`src/rtl/peridot_servo_ramp.sv`:
```
// Servo ramp sequencer: once per frame, steps every channel's position toward
// its target and pushes the new positions into the servo register block.
module peridot_servo_ramp #(
    parameter int CHANNEL_NUM = 8,
    parameter int CLOCKFREQ   = 25000000,
    parameter int FRAME_HZ    = 50
) (
    input  logic        csi_clk,
    input  logic        rsi_reset,
    input  logic [3:0]  avs_address,
    input  logic        avs_read,
    output logic [31:0] avs_readdata,
    input  logic        avs_write,
    input  logic [31:0] avs_writedata,
    output logic [4:0]  avm_address,
    output logic        avm_write,
    output logic [31:0] avm_writedata,
    input  logic        avm_waitrequest
);
    localparam logic [23:0] RELOAD = 24'(CLOCKFREQ / FRAME_HZ - 1);
    localparam int IW = 3;
    localparam logic [IW-1:0] LAST = IW'(CHANNEL_NUM - 1);

    typedef enum logic [2:0] {
        S_IDLE, S_INIT, S_CALC, S_WRITE, S_NEXT, S_SHUT
    } state_t;

    state_t state_q, state_d;
    logic [IW-1:0] idx_q, idx_d;
    logic en_q, en_d, busy_q, busy_d, ovr_q, ovr_d;
    logic pend_q, pend_d, first_q, first_d, shut_q, shut_d;
    logic [23:0] timer_q, timer_d;
    logic [15:0] frame_q, frame_d;
    logic [31:0] rdata_q, rdata_d;
    logic [7:0] target_q [CHANNEL_NUM];
    logic [7:0] target_d [CHANNEL_NUM];
    logic [7:0] step_q [CHANNEL_NUM];
    logic [7:0] step_d [CHANNEL_NUM];
    logic [7:0] current_q [CHANNEL_NUM];
    logic [7:0] current_d [CHANNEL_NUM];

    logic [3:0] chan_sel;
    logic [IW-1:0] ch;
    logic chan_hit, ctrl_wr, en_rise, en_fall, tick, consume, settled;
    logic [7:0] r_cur, r_tgt, r_stp, r_next;
    logic unused_bits;

    assign chan_sel = avs_address - 4'd2;
    assign ch = chan_sel[IW-1:0];
    assign chan_hit = (avs_address >= 4'd2)
        && ({1'b0, avs_address} < 5'(CHANNEL_NUM + 2));
    assign ctrl_wr = avs_write && (avs_address == 4'd0);
    assign en_rise = ctrl_wr && avs_writedata[0] && !en_q;
    assign en_fall = ctrl_wr && !avs_writedata[0] && en_q;
    assign tick = en_q && (timer_q == 24'd0);
    assign consume = (state_q == S_IDLE) && !shut_q && pend_q && en_q;
    assign avs_readdata = rdata_q;
    assign unused_bits = ^{avs_writedata[31:16], chan_sel[3]};

    always_comb begin
        settled = 1'b1;
        for (int i = 0; i < CHANNEL_NUM; i++) begin
            if (current_q[i] != target_q[i]) settled = 1'b0;
        end
    end

    // Move toward the target by at most one step, landing exactly on it.
    always_comb begin
        r_cur = current_q[idx_q];
        r_tgt = target_q[idx_q];
        r_stp = step_q[idx_q];
        r_next = r_tgt;
        if (r_stp != 8'd0 && r_cur < r_tgt && (r_tgt - r_cur) > r_stp)
            r_next = r_cur + r_stp;
        else if (r_stp != 8'd0 && r_cur > r_tgt && (r_cur - r_tgt) > r_stp)
            r_next = r_cur - r_stp;
    end

    always_comb begin
        state_d = state_q;
        idx_d = idx_q;
        busy_d = busy_q;
        first_d = first_q;
        shut_d = shut_q;
        frame_d = frame_q;
        en_d = en_q;
        ovr_d = ovr_q;
        pend_d = pend_q;
        timer_d = timer_q;
        target_d = target_q;
        step_d = step_q;
        current_d = current_q;
        avm_write = 1'b0;
        avm_address = 5'd0;
        avm_writedata = 32'd0;

        unique case (state_q)
            S_IDLE: begin
                if (shut_q) begin
                    state_d = S_SHUT;
                end else if (consume) begin
                    busy_d = 1'b1;
                    idx_d = '0;
                    first_d = 1'b0;
                    state_d = first_q ? S_INIT : S_CALC;
                end
            end
            S_INIT: begin
                avm_write = 1'b1;
                avm_writedata = 32'd1;
                if (!avm_waitrequest) state_d = S_CALC;
            end
            S_CALC: begin
                current_d[idx_q] = r_next;
                state_d = S_WRITE;
            end
            S_WRITE: begin
                avm_write = 1'b1;
                avm_address = 5'(idx_q) + 5'd2;
                avm_writedata = {24'd0, current_q[idx_q]};
                if (!avm_waitrequest) state_d = S_NEXT;
            end
            S_NEXT: begin
                if (idx_q == LAST) begin
                    frame_d = frame_q + 16'd1;
                    busy_d = 1'b0;
                    state_d = S_IDLE;
                end else begin
                    idx_d = idx_q + IW'(1);
                    state_d = S_CALC;
                end
            end
            S_SHUT: begin
                avm_write = 1'b1;
                if (!avm_waitrequest) begin
                    shut_d = 1'b0;
                    state_d = S_IDLE;
                end
            end
            default: state_d = S_IDLE;
        endcase

        if (ctrl_wr) begin
            en_d = avs_writedata[0];
            if (avs_writedata[3]) ovr_d = 1'b0;
        end
        if (avs_write && chan_hit) begin
            target_d[ch] = avs_writedata[7:0];
            step_d[ch] = avs_writedata[15:8];
        end

        if (en_rise) timer_d = RELOAD;
        else if (tick) timer_d = RELOAD;
        else if (en_q) timer_d = timer_q - 24'd1;

        // A tick landing on an unconsumed request is lost.
        if (consume) pend_d = 1'b0;
        if (tick) begin
            if (pend_q && !consume) ovr_d = 1'b1;
            pend_d = 1'b1;
        end
        if (en_rise) begin
            pend_d = 1'b1;
            first_d = 1'b1;
            shut_d = 1'b0;
        end
        if (en_fall) begin
            pend_d = 1'b0;
            shut_d = 1'b1;
        end
    end

    always_comb begin
        rdata_d = rdata_q;
        if (avs_read) begin
            unique case (1'b1)
                (avs_address == 4'd0):
                    rdata_d = {28'd0, ovr_q, settled, busy_q, en_q};
                (avs_address == 4'd1):
                    rdata_d = {16'd0, frame_q};
                chan_hit:
                    rdata_d = {8'd0, current_q[ch], step_q[ch], target_q[ch]};
                default:
                    rdata_d = 32'd0;
            endcase
        end
    end

    always_ff @(posedge csi_clk or posedge rsi_reset) begin
        if (rsi_reset) begin
            state_q <= S_IDLE;
            idx_q <= '0;
            en_q <= 1'b0;
            busy_q <= 1'b0;
            ovr_q <= 1'b0;
            pend_q <= 1'b0;
            first_q <= 1'b0;
            shut_q <= 1'b0;
            timer_q <= 24'd0;
            frame_q <= 16'd0;
            rdata_q <= 32'd0;
            for (int i = 0; i < CHANNEL_NUM; i++) begin
                target_q[i] <= 8'h80;
                step_q[i] <= 8'h00;
                current_q[i] <= 8'h80;
            end
        end else begin
            state_q <= state_d;
            idx_q <= idx_d;
            en_q <= en_d;
            busy_q <= busy_d;
            ovr_q <= ovr_d;
            pend_q <= pend_d;
            first_q <= first_d;
            shut_q <= shut_d;
            timer_q <= timer_d;
            frame_q <= frame_d;
            rdata_q <= rdata_d;
            target_q <= target_d;
            step_q <= step_d;
            current_q <= current_d;
        end
    end
endmodule

```
`config.mk`:
```
export PLATFORM = sky130hd
export DESIGN_NAME = peridot_servo_ramp
export DESIGN_NICKNAME = d
export VERILOG_FILES = /design/src/rtl/peridot_servo_ramp.sv
export SDC_FILE = /design/constraint.sdc
export NUM_CORES = 1
export LEC_CHECK = 0
export CAP_MARGIN = 0
export CORE_MARGIN = 5
export CORE_UTILIZATION = 55
export CTS_BUF_LIST = sky130_fd_sc_hd__clkbuf_2
export CTS_CLUSTER_SIZE = 16
export DETAILED_ROUTE_END_ITERATION = 10
export GPL_TIMING_DRIVEN = 0
export PLACE_DENSITY = 0.75
export SLEW_MARGIN = 20
export SYNTH_ARGS = -nofsm -noshare
export SYNTH_HDL_FRONTEND = slang
export SYNTH_SLANG_ARGS = --single-unit
```
`constraint.sdc`:
```
create_clock -name csi_clk -period 13.7 [get_ports csi_clk]
set_input_delay 4.11 -clock csi_clk [delete_from_list [all_inputs] [get_ports csi_clk]]
set_output_delay 4.11 -clock csi_clk [all_outputs]
set_load 0.005 [all_outputs]
```
==> qor.csv <==
metric,value,unit
cp-end-kind,output port,
slew_headroom,30.11,%
hold_viol,0,
antenna_left,0,
place_congestion,0.9780,
overflow,0,
cts_tree,built,
num_rows,63,
skew,0.1146,ns
dp.cells,1959,
crit_arrival,4.52,ns
drt_pass1_iterations,6,
cts_setup_buffers,0,
worst_pin_slew,1.048,ns
final_cells,2076,
clk-insertion-delay-late,0.93,ns
final_common_cell,dfrtp_1,
grt_pass1_vias,13134,
period_needed,8.630,ns
numClockSinks,268,
synthAdderAreaFrac,4.679,%
drt-initial-drc-count,1241,
routedWlPerCell,23.52,µm
slew_violations,0,
finalCritPeriodShare,62.99,%
die_width,184.2,µm
final_nets,1742,
grt_usage,29.09,%
ioPinCount,111,
cts-root-buf,clkbuf_2,
ys_types,71,
max_clock_freq,115.9,MHz
syn_inst,1476,
cts_max_path_buffers,3,
async_reset_ff_share,100.0,%
vias,12923,
synth_seq_cells,268,
coreArea,0.02980,mm²
power-per-cell-area,256.3,mW/mm²
synth_mux_area_share,25.82,%
power_leakage,8.214,nW
start_kind,register,
fin_setup_tns,0,ns
synth_top_flop_cell,dfrtp_1,
synth-seq-area-share,40.31,%
required,9.59,ns
place_hpwl,37190,µm
status,"finished, final reports clean",
detail_route.drc_violations,0,
critPathKind,reg -> out,
synth_edf_count,0,
synth_top_family_by_area,multiplexers,
holdCritPathClass,reg -> reg,
cts_resized,0,
vdd_ir_drop_max,0.2414,mV
syn_avg_cell_area,11.30,µm²
setup_viol_count_final,0,
syn_area,0.01668,mm²
met3_usage,5.565,%
layout_common_cells,"252 x dfrtp_1, 147 x mux2_2, 116 x nand2_1, 100 x clkbuf_2, 92 x mux4_2",
wirelength,48830,µm
postLayoutCoreUtil,62.27,%
grt_use_met2,46.22,%
grt_pass1_wl,75910,µm
finalPower,0.004755,W
grt_max_degree,105,
layout-drive-gt1-share,25.82,%
numCtsBuffers,70,
start_util,56.00,%
cts_hold_buffers,0,
vias_per_cell,6.225,
synth_xor_area_share,5.932,%
ys_warn_count,0,
use_met1,39.55,%
rsz0062_at_grt,false,
dieArea,0.03392,mm²
synthSimpleGateAreaFrac,9.824,%
syn_to_final_growth,11.20,%
cp_max_fo,10,
busiest_layer,met2,
fp.dieH,184.2,µm
h-tree-depth,3,
clk_pin_slew,0.10,ns
antenna_found_initial,1,
drv_cap,0,
synth-compound-area-share,8.391,%
portBuffers,59,
[critical path, stage by stage (launching register included)]
cell and delay (ns):
dfrtp_1 0.35, buf_2 0.24, buf_2 0.40, buf_2 0.46
buf_2 0.47, mux4_2 0.56, mux2i_1 0.56, nor2_1 0.11
clkdlybuf4s50_1 0.47
[synthesized netlist by cell type (7+ instances only)]
master	count	area, µm²
dfrtp_1	252	6306
o21ai_0	32	160.2
nor2_1	89	334.1
a21oi_1	43	215.2
clkbuf_1	45	168.9
nor2b_1	12	75.07
nand3_1	22	110.1
buf_2	21	105.1
nor3_1	16	80.08
a21o_1	10	75.07
o22ai_1	29	181.4
dfstp_2	16	420.4
nand4_1	21	131.4
a22oi_1	10	75.07
xor2_1	47	411.6
nor4_1	17	106.4
and2_1	8	50.05
buf_1	11	41.29
or3_1	10	62.56
inv_1	68	255.2
mux2_2	147	1655
o21ai_1	19	95.09
mux2i_1	49	490.5
mux4_2	92	2072
and3_1	10	62.56
xnor2_1	66	578.1
buf_4	34	255.2
nand2_1	116	435.4
or4_1	7	52.55
ha_1	56	700.7
[path summary, 6_finish.rpt]
path                        startpoint          endpoint  slack (ns)  cells after the start
setup / recovery              idx_q[0]  avm_writedata[1]        5.07                      8
hold / removal             frame_q[15]       frame_q[15]        0.49                      1
setup reg to reg              idx_q[0]     current_q[59]        6.60                     23
hold reg to reg            frame_q[15]       frame_q[15]        0.49                      1
max in group asynchronous    rsi_reset     current_q[42]        8.66                      4
min in group asynchronous    rsi_reset        step_q[57]        3.69                      2
[logic make-up after synthesis]
logic type,count (synthesis)
buf+inv,182
flops,268
mux,295
fa+ha+maj,60
xor+xnor,113
compound gates,211
simple gates,346
other cells,1
[through the flow]
step,cell area [µm²],hold WS (ns),worst slack (ns)
CTS,18550,0.4881,4.951
floorplan,16800,0.4457,2.235
finish,18550,0.4868,5.070
global placement,17880,0.4619,-0.8338
global route,18550,0.5118,4.744
detailed placement,17950,0.4756,4.885
[where the power goes]
part | leakage, nW | total [W] | internal, W | switching [W]
sequential | 3.37 | 0.00125 | 0.000989 | 0.000258
combinational | 4.38 | 0.00296 | 0.00122 | 0.00174
clock | 0.465 | 0.000549 | 0.000215 | 0.000334
total | 8.21 | 0.00475 | 0.00242 | 0.00233
[state kept, by name (all words and copies together), names as in the netlist, 3 cells and up]
signal,flops
frame_q,16
target_q,64
timer_q,24
idx_q,3
state_q,3
current_q,64
avs_readdata,24
step_q,64
[final cells by class]
type | count | area (µm²)
Antenna cell | 1 | 2.502
Buffer | 111 | 570.5
Clock buffer | 100 | 500.5
Clock inverter | 16 | 105.1
Fill cell | 2457 | 11240
Inverter | 71 | 274.0
Multi-Input combinational cell | 1058 | 9241
Sequential cell | 268 | 6726
Tap cell | 390 | 488.0
Timing Repair Buffer | 61 | 645.6
[layer usage]
metal | up-vias | wire length [µm]
li1 | 5678 | -
met1 | 6443 | 19550
met2 | 663 | 22870
met3 | 139 | 4259
met4 | 0 | 2150
met5 | - | 0
Power figures use the tool's default switching activity.
